### src/rtl/cmd_arbiter.sv
// Round-robin arbiter sharing one UART command-sender among NUM_REQ requesters.
// The winner's command is latched and a single-cycle snd_cmd is issued. The
// command is then held until cmd_cmplt arrives or the watchdog expires, and
// the granted requester receives a done pulse.
//
//   state | meaning
//   ------+-----------------------------------------------------------
//   IDLE  | no transaction; arbitrate among req starting at ptr
//   ISSUE | snd_cmd high for one cycle; command latched on cmd
//   WAIT  | waiting for cmd_cmplt; watchdog counts up
//   FIN   | done (and to_err on timeout) high for one cycle
module cmd_arbiter #(
    parameter int unsigned         NUM_REQ   = 4,
    parameter int unsigned         CMD_W     = 16,
    parameter int unsigned         TO_W      = 20,
    parameter logic [TO_W-1:0]     TO_CYCLES = 20'hF_FFFF
) (
    input  logic                       clk,
    input  logic                       rst,
    input  logic [NUM_REQ-1:0]         req,
    input  logic [NUM_REQ*CMD_W-1:0]   req_cmd,
    output logic [NUM_REQ-1:0]         gnt,
    output logic [NUM_REQ-1:0]         done,
    output logic                       to_err,
    output logic                       snd_cmd,
    output logic [CMD_W-1:0]           cmd,
    input  logic                       cmd_cmplt,
    output logic                       busy
);

    localparam int unsigned     PTR_W   = (NUM_REQ > 1) ? $clog2(NUM_REQ) : 1;
    localparam logic [TO_W-1:0] WD_LAST = TO_CYCLES - 1'b1;

    typedef enum logic [1:0] {
        IDLE  = 2'd0,
        ISSUE = 2'd1,
        WAIT  = 2'd2,
        FIN   = 2'd3
    } state_t;

    state_t               state, state_nxt;
    logic [PTR_W-1:0]     ptr, ptr_nxt;
    logic [PTR_W-1:0]     gnt_idx, gnt_idx_nxt;
    logic [TO_W-1:0]      wdog, wdog_nxt;
    logic [NUM_REQ-1:0]   gnt_nxt, done_nxt;
    logic                 to_err_nxt, snd_cmd_nxt, busy_nxt;
    logic [CMD_W-1:0]     cmd_nxt;

    // arbitration results
    logic                 win_vld;
    logic [PTR_W-1:0]     win_idx;
    logic [NUM_REQ-1:0]   win_oh;
    logic [CMD_W-1:0]     win_cmd;
    logic [PTR_W:0]       cand;

    // Rotating priority search: first requester at or after ptr, wrapping.
    always_comb begin
        win_vld = 1'b0;
        win_idx = '0;
        win_oh  = '0;
        win_cmd = '0;
        cand    = '0;
        for (int k = 0; k < NUM_REQ; k++) begin
            cand = {1'b0, ptr} + (PTR_W+1)'(k);
            if (cand >= (PTR_W+1)'(NUM_REQ)) begin
                cand = cand - (PTR_W+1)'(NUM_REQ);
            end
            if (!win_vld && req[cand[PTR_W-1:0]]) begin
                win_vld = 1'b1;
                win_idx = cand[PTR_W-1:0];
            end
        end
        for (int i = 0; i < NUM_REQ; i++) begin
            if (win_vld && (win_idx == PTR_W'(i))) begin
                win_oh[i] = 1'b1;
                win_cmd   = req_cmd[i*CMD_W +: CMD_W];
            end
        end
    end

    // Next-state and next-output logic; every output is registered below.
    always_comb begin
        state_nxt   = state;
        ptr_nxt     = ptr;
        gnt_idx_nxt = gnt_idx;
        wdog_nxt    = wdog;
        gnt_nxt     = gnt;
        done_nxt    = '0;
        to_err_nxt  = 1'b0;
        snd_cmd_nxt = 1'b0;
        busy_nxt    = busy;
        cmd_nxt     = cmd;

        case (state)
            IDLE: begin
                if (win_vld) begin
                    gnt_nxt     = win_oh;
                    gnt_idx_nxt = win_idx;
                    cmd_nxt     = win_cmd;
                    snd_cmd_nxt = 1'b1;
                    busy_nxt    = 1'b1;
                    state_nxt   = ISSUE;
                end
            end
            ISSUE: begin
                wdog_nxt  = '0;
                state_nxt = WAIT;
            end
            WAIT: begin
                wdog_nxt = wdog + 1'b1;
                // completion takes precedence over a coincident expiry
                if (cmd_cmplt) begin
                    done_nxt  = gnt;
                    state_nxt = FIN;
                end else if (wdog == WD_LAST) begin
                    done_nxt   = gnt;
                    to_err_nxt = 1'b1;
                    state_nxt  = FIN;
                end
            end
            FIN: begin
                gnt_nxt  = '0;
                busy_nxt = 1'b0;
                if (gnt_idx == PTR_W'(NUM_REQ-1)) begin
                    ptr_nxt = '0;
                end else begin
                    ptr_nxt = gnt_idx + 1'b1;
                end
                state_nxt = IDLE;
            end
            default: begin
                state_nxt = IDLE;
            end
        endcase
    end

    // State and output registers with synchronous reset.
    always_ff @(posedge clk) begin
        if (rst) begin
            state   <= IDLE;
            ptr     <= '0;
            gnt_idx <= '0;
            wdog    <= '0;
            gnt     <= '0;
            done    <= '0;
            to_err  <= 1'b0;
            snd_cmd <= 1'b0;
            busy    <= 1'b0;
            cmd     <= '0;
        end else begin
            state   <= state_nxt;
            ptr     <= ptr_nxt;
            gnt_idx <= gnt_idx_nxt;
            wdog    <= wdog_nxt;
            gnt     <= gnt_nxt;
            done    <= done_nxt;
            to_err  <= to_err_nxt;
            snd_cmd <= snd_cmd_nxt;
            busy    <= busy_nxt;
            cmd     <= cmd_nxt;
        end
    end

endmodule

### config.mk
export PLATFORM = sky130hd
export DESIGN_NAME = cmd_arbiter
export DESIGN_NICKNAME = d
export VERILOG_FILES = /design/src/rtl/cmd_arbiter.sv
export SDC_FILE = /design/constraint.sdc
export NUM_CORES = 1
export LEC_CHECK = 0
export CELL_PAD_IN_SITES_DETAIL_PLACEMENT = 2
export CELL_PAD_IN_SITES_GLOBAL_PLACEMENT = 2
export CORE_UTILIZATION = 26
export DETAILED_ROUTE_END_ITERATION = 8
export PLACE_DENSITY = 0.79
export SLEW_MARGIN = 20
export SYNTH_ARGS = -nofsm -noshare
export SYNTH_HDL_FRONTEND = slang
export SYNTH_SLANG_ARGS = --single-unit
### constraint.sdc
create_clock -name clk -period 2.1 [get_ports clk]
set_input_delay 0.21 -clock clk [delete_from_list [all_inputs] [get_ports clk]]
set_output_delay 0.21 -clock clk [all_outputs]
set_load 0.1 [all_outputs]
======== Word level (Yosys, flattened, before mapping) ========
Index checks and enable logic that the tools add are counted.
word-level totals
  output and inout bits ................... 27
  flip-flop bits (word level) ............. 53
  input bits .............................. 71
cells by class
  eq/ne operators ......................... 10
  order comparisons ....................... 8
  add/subtract/negate cells ............... 9
  reduce and logical (&&, ||, !) cells .... 20
  muxes and demuxes ....................... 42
  bitwise gates (word level) .............. 2
operators by type and width
  cell                                                                                 number
  16-bit two-way mux                                                                   4
  20-bit one-hot mux with 2 select lines                                               1
  2-bit two-way mux                                                                    12
  20-bit by 1-bit adder with 20-bit output, second input constant                      1
  20-bit equality test, second input constant                                          1
  1-bit two-way mux                                                                    15
  2-bit by 3-bit less-than comparator with 1-bit output, second input constant         4
  4-bit two-way mux                                                                    3
  2-bit equality test, second input constant                                           5
  3-bit greater-or-equal comparator, second input constant                             3
  1-bit binary-select mux with 2-bit select                                            4
  2-bit one-hot mux with 4 select lines                                                1
  4-bit one-hot mux with 2 select lines                                                1
  2-bit by 1-bit subtractor with 2-bit output, second input constant                   4
  1-bit logical AND                                                                    7
  2-bit by 2-bit adder with 3-bit output, second input constant                        2
  2-bit AND reduction                                                                  3
  2-bit by 1-bit equality test with 1-bit output, second input constant                2
  2-bit zero test                                                                      2
  2-bit nonzero test                                                                   2
  2-bit OR reduction                                                                   2
  2-bit by 1-bit adder with 3-bit output, second input constant                        1
  2-bit by 3-bit greater-or-equal comparator with 1-bit output, second input constant  1
  1-bit zero test                                                                      3
  6 further kinds                                                                      7

======== Depth between registers and ports, before layout ========
  depth after elaboration ................. 20
  mapped depth ............................ 9

======== Worst setup path after synthesis ========
Ideal clock, no wire load.
  path kind ............................... reg2reg
  start ................................... register state[1]
  end ..................................... register wdog[10]
  cell stages (with the launch flop) ...... 7
  period minus slack after synthesis ...... 1.741 ns
  path slack .............................. 0.359 ns
  arrival time ............................ 1.614 ns
  library setup time ...................... 0.128 ns
  path through ............................ dfxtp_1 > inv_1 > ha_1 > inv_1 > o21bai_1 > clkbuf_1 > nor2_1
on the way
  cells in the longest elaborated chain, start to end .. 2
  elaborated cells between the ends (all ways) .. 4
  classes of those cells .................. eq/ne (2); mux (1); reduce/logical (1)
RTL lines
  what                                                                                          RTL line  RTL
  from (decl)                                                                                   41        state_t state, state_nxt;
  from (signal assigned)                                                                        151       state <= state_nxt;
  2-bit equality test / 2-bit by 1-bit equality test with 1-bit output (equally long branches)  94        case (state)
  20-bit one-hot mux with 2 select lines / 2-bit nonzero test (equally long branches)           --
  to (signal assigned)                                                                          154       wdog <= wdog_nxt;
  to (decl)                                                                                     44        logic [TO_W-1:0] wdog, wdog_nxt;
Parallel ways exist; a longest one is shown, timed or not.
A chain may end at the register's enable or synchronous reset.

======== Worst setup path in the final report ========
  start ................................... input req[1]
  end ..................................... register cmd[5]
on the way
  cells in the longest elaborated chain, start to end .. 18
  elaborated cells between the ends (all ways) .. 35
  classes of those cells .................. eq/ne (3); mux (20); reduce/logical (12)
RTL lines
  what                                       RTL line  RTL
  from (decl)                                20        input logic [NUM_REQ-1:0] req,
  1-bit binary-select mux with 2-bit select  68        if (!win_vld && req[cand[PTR_W-1:0]]) begin
  1-bit two-way mux (not written as such)    68
  1-bit two-way mux                          68
  1-bit zero test                            68
  1-bit logical AND                          68
  1-bit two-way mux                          68
  1-bit zero test                            68
  1-bit logical AND                          68
  1-bit two-way mux                          68
  1-bit zero test                            68
  1-bit logical AND                          68
  2-bit two-way mux                          68
  2-bit zero test                            74        if (win_vld && (win_idx == PTR_W'(i))) begin
  1-bit logical AND                          74
  16-bit two-way mux (4 in series)           74
  to (signal assigned)                       160       cmd <= cmd_nxt;
  to (decl)                                  26        output logic [CMD_W-1:0] cmd,
Parallel ways exist; a longest one is shown, timed or not. The select of a mux whose other input is x is not followed.

==> summary.md <==
| Metric | Value |
|---|---|
| Sequential area share after synthesis | `0.363` |
| RR Endpoint | `cmd[5]$_SDFFE_PP0P_` |
| Max Cap Violations | `0` |
| Post-synthesis cell type count | `45` |
| Die height | `108 um` |
| Startpoint type of the worst setup path | `input port` |
| Critical path's top delay family | `compound AO/OA/AOI/OAI gates` |
| Peak supply drop | `0.000370 V` |
| Worst-path clk slew | `0.11 ns` |
| GR peak layer | `met2` |
| Drt first pass iters | `4` |
| GRT met2 Usage | `0.311` |
| Gr usage total | `0.179` |
| Grt ovf | `0` |
| Final hold vios | `0` |
| CP peak stage delay | `0.65 ns` |
| Final net count | `543` |
| Non-Filler Instances | `606` |
| Detailed Route WL | `10,000 um` |
| Power density over the cells | `1000 nW/um^2` |
| Vias per std cell | `4.89` |
| Tcrit/Tclk final | `0.908` |
| Die Area | `11,700 um^2` |
| # DRC | `0` |
| Number of synthesized flops with an enable pin | `0` |
| IO Port Bufs | `97` |
| Initial antenna violation count | `0` |
| Root Driver | `clkbuf_8` |
| CP max FO | `17` |
| Row Count | `38` |
| Register bit count reported by yosys | `53` |
| CP required | `2.31 ns` |
| R2R Path Start | `ptr[1]$_SDFFE_PP0P_` |
| Endpoint class of the critical path | `flip-flop` |
| RSZ-0062 raised after global routing | `false` |
| TritonCTS clock tree | `done` |
| Number of CTS-inserted buffers | `5` |
| Clock latency on the worst-skew pair | `0.32 ns` |
| Vias | `2,963` |
| Num Clock Sinks | `53` |
| CP Cell Sequence | `clkdlybuf4s50_1 > nand2b_1 > a21boi_0 > o221ai_2 > buf_12 > a221oi_1 > o21ai_1` |
| Die span in x | `108 um` |
| Core area | `10,900 um^2` |
| Type of the tightest min-delay check | `reg2reg` |
| Syn Area/Cell | `8.18 um^2` |
| Clock buffer depth | `2` |
| Worst setup margin | `0.193 ns` |
| Post-synthesis mux area share | `0.0141` |
| Boundary Pins | `98` |
| Fill cells | `1,249` |
| Detail Placement HPWL | `8040 um` |
| Rel. slew slack | `0.616` |
| Compound-gate portion of the synthesized area | `0.234` |
| Post-synth ARST share | `0` |
| H-tree levels | `2` |
| Ys Warns | `0` |
| Layout cells sized above 1 | `0.172` |
| Antenna viol nets, final | `0` |
| Outcome | `complete, no violations` |
| Post-Syn Instances | `357` |
| GR Util met1 | `0.224` |
| Final Slew Violations | `0` |
| Placed Cells incl. Taps | `598` |
| Biggest area consumer among synthesized cells | `dfxtp_1` |
| Largest net degree at the start of global routing | `19` |
| GPL Wtd Cong | `0.787` |
| Global Route met3 Usage | `0.0301` |
| Final setup violation count | `0` |
| Number of diodes | `0` |
| Starting Density | `0.268` |
| Setup Slack @ Placement | `-0.381 ns` |
| Top post-synthesis cells by area | `dfxtp_1, a221oi_2, xor2_1` |
| Number of global-route vias before repair | `3,126` |
| Critical Path End | `cmd[5]$_SDFFE_PP0P_` |
| Netlist Area Pre-Place | `2920 um^2` |
| CP startpoint | `req[1]` |
| Final core utilization | `0.389` |
| Worst path bufs/invs | `2` |
| Setup CP Type | `in2reg` |
| Post-synth top area share | `0.363` |
| Skew final | `0.0134 ns` |
| Largest family of logic cells by synthesized area | `compound AO/OA/AOI/OAI gates` |
| Ys flop type | `dfxtp_1` |
| Post-Synth Simple-Gate Area | `0.230` |
| CP arrival | `2.12 ns` |
| Worst slew pin tran | `0.576 ns` |
| Minimum clock period | `1.91 ns` |
| LEAKAGE | `1.66 nW` |
| Synth Area in XOR/XNOR | `0.0540` |
| Layout area overhead | `44.9%` |
| Worst-case reg-to-reg path depth | `6` |
| Flop2flop setup slack | `0.22 ns` |
| Global-route wire length before repair | `16,100 um` |
| Adder-cell share of the synthesized area | `0.0300` |
| Critical path depth | `7` |
| Drt initial violations | `104` |
| Achievable clock frequency | `0.524 GHz` |
| Slowest stage cell, crit path | `clkdlybuf4s50_1` |
| Synthesized Nets | `435` |
| Routed WL per cell | `16.5 um` |
==> worst register-to-register path: cells and delay by family, from the launching register on <==
family	cells	cell delay [ns]
buffers and inverters	1	0.17
flip-flops	1	0.57
AO/OA/AOI/OAI	3	0.57
AND/OR/NAND/NOR	2	0.46
==> registers in the layout, summed over array words and instances, names as in the netlist, 2 cells and up <==
register,cells
state,2
cmd,16
wdog,20
done,4
ptr,2
gnt,4
gnt_idx,2
==> layout by cell type, fill, tap and decap left out, drive strengths merged, types with 17 or more instances in the layout <==
cell type	netlist	final
clkdlybuf4s50	0	70
buf	12	54
dfxtp	53	53
nor2	38	38
o21ai	37	37
nand2	29	29
inv	25	26
nor3b	17	17
==> metrics by stage <==
step	setup TNS (ns)	hold WS, ns	area, um^2	power, W
2_1_floorplan	0	0.289	2920	0.00292
3_3_place_gp	-1.97	0.437	4140	0.00362
3_5_place_dp	-5.30	0.448	4140	0.00368
4_1_cts	0	0.463	4230	0.00431
5_1_grt	0	0.472	4230	0.00448
6_report	0	0.457	4230	0.00425
==> layer usage <==
| metal | share of wire | routed length, um |
|---|---|---|
| met1 | 0.46 | 4560 |
| met2 | 0.50 | 4990 |
| met3 | 0.032 | 321 |
| met4 | 0.015 | 150 |
| met5 | 0 | 0 |
==> how the worst min path moves through the flow <==
stage                         start  cells past startpoint                    to
2_1_floorplan             cmd_cmplt                      1     to_err$_SDFF_PP0_
3_3_place_gp   cmd[15]$_SDFFE_PP0P_                      2  cmd[15]$_SDFFE_PP0P_
3_5_place_dp    cmd[8]$_SDFFE_PP0P_                      2   cmd[8]$_SDFFE_PP0P_
4_1_cts         cmd[8]$_SDFFE_PP0P_                      2   cmd[8]$_SDFFE_PP0P_
5_1_grt                   cmd_cmplt                      2     to_err$_SDFF_PP0_
6_report       cmd[15]$_SDFFE_PP0P_                      2  cmd[15]$_SDFFE_PP0P_
==> synth_stat cells, drive strengths merged (2+ instances only) <==
master,n
dfxtp,53
nor2,38
o21ai,37
nand2,29
inv,25
nor3b,17
a221oi,16
o22ai,16
xor2,16
a21oi,15
buf,12
clkbuf,11
nand2b,10
and2,8
nand4,8
ha,7
nand3,5
and3,4
mux2i,3
or2,3
a21o,2
a31oi,2
and4,2
nor3,2
o21bai,2
o221ai,2
xnor2,2
==> what timing repair did <==
| item | 4_1_cts | 5_1_grt |
|---|---|---|
| hold buffers | 0 | 0 |
| resized for setup | 1 | 0 |
| setup endpoints to repair | 1 | 0 |
| buffers inserted | 0 | 0 |
==> area by class of cell <==
type                            instances  area, um^2  share of cell area
Multi-Input combinational cell        256        1640               0.388
Timing Repair Buffer                  124        1170               0.276
Sequential cell                        53        1060               0.251
Tap cell                              140         175              0.0414
Inverter                               25        93.8              0.0222
Clock buffer                            5        68.8              0.0163
Clock inverter                          3        21.3             0.00503
==> logic make-up after synthesis <==
family,Yosys count
simple gates,130
compound gates,97
flops,53
buf+inv,48
xor+xnor,18
fa+ha+maj,7
mux,4
==> report_power, final <==
group	internal, W	total (W)	switching (W)
Combinational	0.000713	0.00235	0.00163
Sequential	0.00117	0.00130	0.000131
Clock	0.000237	0.000599	0.000362
Total	0.00212	0.00425	0.00213
No activity file was read; power rests on OpenSTA's default activity.
==> RTL edit 1: new RTL, same settings <==
Re-encode `state_t` (4 states) as Gray code, 2 bits wide.
--- a/src/rtl/cmd_arbiter.sv
+++ b/src/rtl/cmd_arbiter.sv
@@ -32,10 +32,10 @@
     localparam logic [TO_W-1:0] WD_LAST = TO_CYCLES - 1'b1;
 
     typedef enum logic [1:0] {
-        IDLE  = 2'd0,
-        ISSUE = 2'd1,
-        WAIT  = 2'd2,
-        FIN   = 2'd3
+        IDLE  = 2'b00,
+        ISSUE = 2'b01,
+        WAIT  = 2'b11,
+        FIN   = 2'b10
     } state_t;
 
     state_t               state, state_nxt;
Function: same outputs for any inputs over 10 cycles, from zero or initial values and one cycle with rst high; not proved beyond that.
==> RTL edit 1 against the unedited design <==
Synthesized cell count fell by 13%; worst setup slack worse by 0.032 ns; area after synthesis decreased by 6.2%; register-to-register slack worse by 0.06 ns; sequential cell count unchanged; critical path depth fell by 1; wire length fell by 14%; design area is 6.4% lower; sequential share of layout area increased by 1.7 points.
Power is not compared: it rests on default switching activity, and its combinational part moved more than twofold at a synthesized area within 25%.
==> RTL edit 1: results (changes against the unedited design) <==
Cells and area
  – Nets: 484 (was 543)
  – Fill cells: 1173 (was 1249)
  – Layout cells sized above 1: 0.221 (was 0.172)

Place
  – IO Port Bufs: 97 (unchanged)
  – Routability Congestion: 0.747 (was 0.787)
  – HPWL after DPL: 6780 microns (was 8040 microns)

Logic synthesis
  – Syn Nets: 383 (was 435)
  – Synth cell types: 52 (was 45)
  – Warnings from Yosys: 0 (unchanged)
  – Synth top area cells: dfxtp_1 (39%), a22o_1 (5.1%), a211oi_2 (4.6%) (was dfxtp_1 (36%), a221oi_2 (5.1%), xor2_1 (4.8%))
  – Post-synth top cells: dfxtp_1 (53), nor2_1 (27), o21ai_0 (22) (was dfxtp_1 (53), nor2_1 (37), nand2_1 (29))
  – Sequential area share after synthesis: 0.387 (was 0.363)

STA
  – Final clock skew: 0.00314 ns (was 0.0134 ns)
  – Tightest Pin Transition: 0.689 ns (was 0.576 ns)

Drt
  – Initial DRC Count: 37 (was 104)
  – Routed wire per std cell: 15.8 microns (was 16.5 microns)
  – First-pass iteration count of the detailed router: 3 (was 4)
  – Via density: 4.91 (was 4.89)

Clocking
  – Clock Latency Late Sink: 0.32 ns (about the same)
  – Root Buffer: clkbuf_8 (unchanged)
  – CTS Buf Count: 5 (unchanged)
  – Clk slew on worst S/H paths: 0.10 ns
  – Post-cts sizing count: 0 (was 1)

GRT
  – Antenna violations before repair: 0 (unchanged)
  – Vias in the first global route: 3003 (was 3126)
  – Largest net degree at the start of global routing: 18 (was 19)
  – Total track usage: 0.164 (was 0.179)
  – First-pass GRT wire length: 14600 microns (was 16100 microns)

Hold path
  – Worst hold path type: reg -> reg (unchanged)
  – Hold Path Depth: 2 (unchanged)

Power and ir drop
  – Switching share of power: 0.344
  – Maximum vdd drop: 0.241 mV
  – Leak pwr: 0.00144 uW

Critical path
  – Internal reg-to-reg setup slack: 0.16 ns (was 0.22 ns)
  – Worst R2R Path Depth: 6 (unchanged)
  – Worst EP arrival: 2.15 ns (was 2.12 ns)
  – Max FO, Critical Path: 17 (unchanged)

Run status
  – Outcome: complete, no violations (unchanged)
-- RTL edit 1: cell count changes after synthesis, sizes merged, moves of 15 or more --
cell / before / now
a22o: 0 / 16
o22ai: 16 / 1
a221oi: 16 / 0
nor3b: 17 / 0
inv: 25 / 8
a211oi: 0 / 16
-- RTL edit 1: cell families after synthesis --
logic type	synth area share
AO/OA/AOI/OAI	0.274
XOR/XNOR	0.0512
adder cells (fa/ha/maj)	0.0137
buffers and inverters	0.0630
flip-flops	0.387
multiplexers	0.00731
AND/OR/NAND/NOR	0.203
-- RTL edit 1: path summary, 6_finish.rpt --
path,from,to
worst max-delay path,ptr[1]$_SDFFE_PP0P_,cmd[13]$_SDFFE_PP0P_
worst min-delay path,cmd[4]$_SDFFE_PP0P_,cmd[4]$_SDFFE_PP0P_
worst max register to register,ptr[1]$_SDFFE_PP0P_,cmd[13]$_SDFFE_PP0P_
worst min register to register,cmd[4]$_SDFFE_PP0P_,cmd[4]$_SDFFE_PP0P_
-- RTL edit 1: area by class of cell --
cell class,instances,area (sq um),area share
clock buffers,5,68.8,0.0174
flip-flops and latches,53,1060,0.268
multi-input cells,228,1510,0.380
inverters,8,30.0,0.00758
well taps,136,170,0.0429
repair buffers,114,1080,0.273
clock inverters,3,46.3,0.0117
-- RTL edit 1: critical path, cell delays in order (launching register included) --
cell and delay, ns:
dfxtp_1 0.66, o21ai_1 0.14, a32o_1 0.32, buf_12 0.16, a22o_1 0.26, a211oi_2 0.20
o21ai_2 0.09
-- RTL edit 1: layer usage --
| layer | vias to the layer above | share of wire | track usage |
|---|---|---|---|
| met5 | - | 0 | 0 |
| met4 | 0 | 0.015 | 0.0433 |
| met3 | 9 | 0.066 | 0.0530 |
| met2 | 73 | 0.51 | 0.308 |
| met1 | 1303 | 0.41 | 0.175 |
| li1 | 1300 | - | - |
-- RTL edit 1: per-stage QoR --
step                      setup slack (ns)   util  cells  instance area, sq um  hold slack (ns)
final                                0.161  0.386    547                  3960            0.460
after global routing               0.00182  0.386    547                  3960            0.481
after CTS                            0.172  0.386    547                  3960            0.464
after detailed placement            0.0192  0.374    539                  3850            0.448
after global placement              0.0907  0.374    539                  3850            0.439
after floorplan                      0.533      -    309                  2740            0.282
-- RTL edit 1: power by group through the flow --
| stage | registers, uW | clock network (uW) | logic (uW) |
|---|---|---|---|
| after floorplan | 1360 | 0 | 250 |
| after global placement | 1110 | 0 | 774 |
| after detailed placement | 1110 | 0 | 788 |
| after CTS | 1090 | 761 | 789 |
| after global routing | 1090 | 797 | 825 |
| final | 1090 | 735 | 780 |
==> RTL edit 2: new RTL, config.mk and constraints unchanged <==
Without the edit above. The parameter `CMD_W` goes from 16 to 14.
--- a/src/rtl/cmd_arbiter.sv
+++ b/src/rtl/cmd_arbiter.sv
@@ -11,7 +11,7 @@
 //   FIN   | done (and to_err on timeout) high for one cycle
 module cmd_arbiter #(
     parameter int unsigned         NUM_REQ   = 4,
-    parameter int unsigned         CMD_W     = 16,
+    parameter int unsigned         CMD_W     = 14,
     parameter int unsigned         TO_W      = 20,
     parameter logic [TO_W-1:0]     TO_CYCLES = 20'hF_FFFF
 ) (
Interface: changed (resized cmd and req_cmd); port bits go from 98 to 88. No check against the original RTL was run, so the function may have changed too.
==> RTL edit 2 against the unedited design <==
Critical path depth unchanged; wire length shrank 7.8%; register-to-register slack gained 0.07 ns; final cell count is 6.3% lower; combinational power is 14% lower; sequential cell count is 2 lower; largest cell class unchanged; area after synthesis is 5.5% lower; design area shrank 8.6%; sequential power shrank 5%; worst setup slack better by 0.099 ns; highest routed layer unchanged; power is 6.0% lower.
==> RTL edit 2: results (changes against the unedited design) <==
Run status
  – Outcome: complete, no violations (unchanged)

Critical path
  – Worst R2R Path Depth: 7 (was 6)
  – Critical Setup Path Class: reg -> reg (was in -> reg)
  – Reg2reg end: wdog[7]$_SDFFE_PP0P_ (was cmd[5]$_SDFFE_PP0P_)
  – Setup crit start: state[1]$_SDFFE_PP0P_ (was req[1])
  – Largest delay share family, worst path: simple AND/OR/NAND/NOR gates (was compound AO/OA/AOI/OAI gates)
  – Worst path max stage delay: 0.40 ns (was 0.65 ns)

Place
  – IO Port Bufs: 87 (was 97)
  – Post-place setup slack: 0.100 ns (was -0.381 ns)
  – Routability Congestion: 0.781 (was 0.787)
  – Area of placed instances: 3740 sq um (was 4140 sq um)
  – Placed cells: 560 (was 598)
  – HPWL after DPL: 7190 microns (was 8040 microns)

Logic synthesis
  – Syn Nets: 413 (was 435)
  – Post-synth top cells: dfxtp_1 (51), nand2_1 (43), nor2_1 (42) (was dfxtp_1 (53), nor2_1 (37), nand2_1 (29))
  – Synth top area cells: dfxtp_1 (37%), nand2_1 (5.8%), nor2_1 (5.7%) (was dfxtp_1 (36%), a221oi_2 (5.1%), xor2_1 (4.8%))
  – Synth cell types: 49 (was 45)
  – Yosys top cell area share: 0.370 (was 0.363)
  – Sequential area share after synthesis: 0.370 (was 0.363)
  – Syn Inst Count: 343 (was 357)

Cells and area
  – Layout cells sized above 1: 0.160 (was 0.172)
  – Biggest regs: wdog x20, cmd x14 (was wdog x20, cmd x16)
  – Nets: 501 (was 543)

Hold path
  – Start point of the worst hold path: cmd[9]$_SDFFE_PP0P_ (was cmd[15]$_SDFFE_PP0P_)

Power and ir drop
  – Switching power: 1900 uW (was 2130 uW)
  – Final Power: 3990 uW (was 4250 uW)
  – Comb. pwr: 2010 uW (was 2350 uW)
  – Maximum vdd drop: 0.514 mV (was 0.370 mV)
  – Flop pwr share: 0.308 (was 0.306)

GRT
  – Total track usage: 0.170 (was 0.179)
  – Vias in the first global route: 2895 (was 3126)
  – Largest net degree at the start of global routing: 30 (was 19)

STA
  – Fmax: 0.553 GHz (was 0.524 GHz)
  – Slew HR: 0.630 (was 0.616)
  – Final clock skew: 0.00652 ns (was 0.0134 ns)

Drt
  – Drt total wl: 9240 microns (was 10000 microns)
  – Initial DRC Count: 77 (was 104)

Clocking
  – Post-cts sizing count: 0 (was 1)
## RTL edit 2: cell types whose count changed in the layout (fill, tap and decap cells not counted), sizes merged, moves of 13 or more
cell,change
nor3b,-17
o2111a,+14
nand2,+14
buf,-14
a221oi,-16
o22ai,-14
nand3,+13
## RTL edit 2: layout make-up
cell class	count	area, sq um	area share
Multi-Input combinational cell	247	1530	0.396
Sequential cell	51	1020	0.264
Timing Repair Buffer	102	933	0.241
Tap cell	136	170	0.0440
Inverter	24	90.1	0.0233
Clock buffer	6	82.6	0.0214
Clock inverter	2	38.8	0.0100
## RTL edit 2: cells by family after synthesis
group | synth area share
buf+inv | 0.0780
flops | 0.370
fa+ha+maj | 0.0317
compound gates | 0.204
mux | 0.0150
xor+xnor | 0.0571
simple gates | 0.244
## RTL edit 2: per-layer routing
metal | global-route usage | vias up | wire, microns
met5 | 0 | - | 0
met2 | 0.311 | 65 | 4530
li1 | - | 1348 | -
met3 | 0.0268 | 7 | 304
met4 | 0.0382 | 0 | 100
met1 | 0.208 | 1310 | 4310
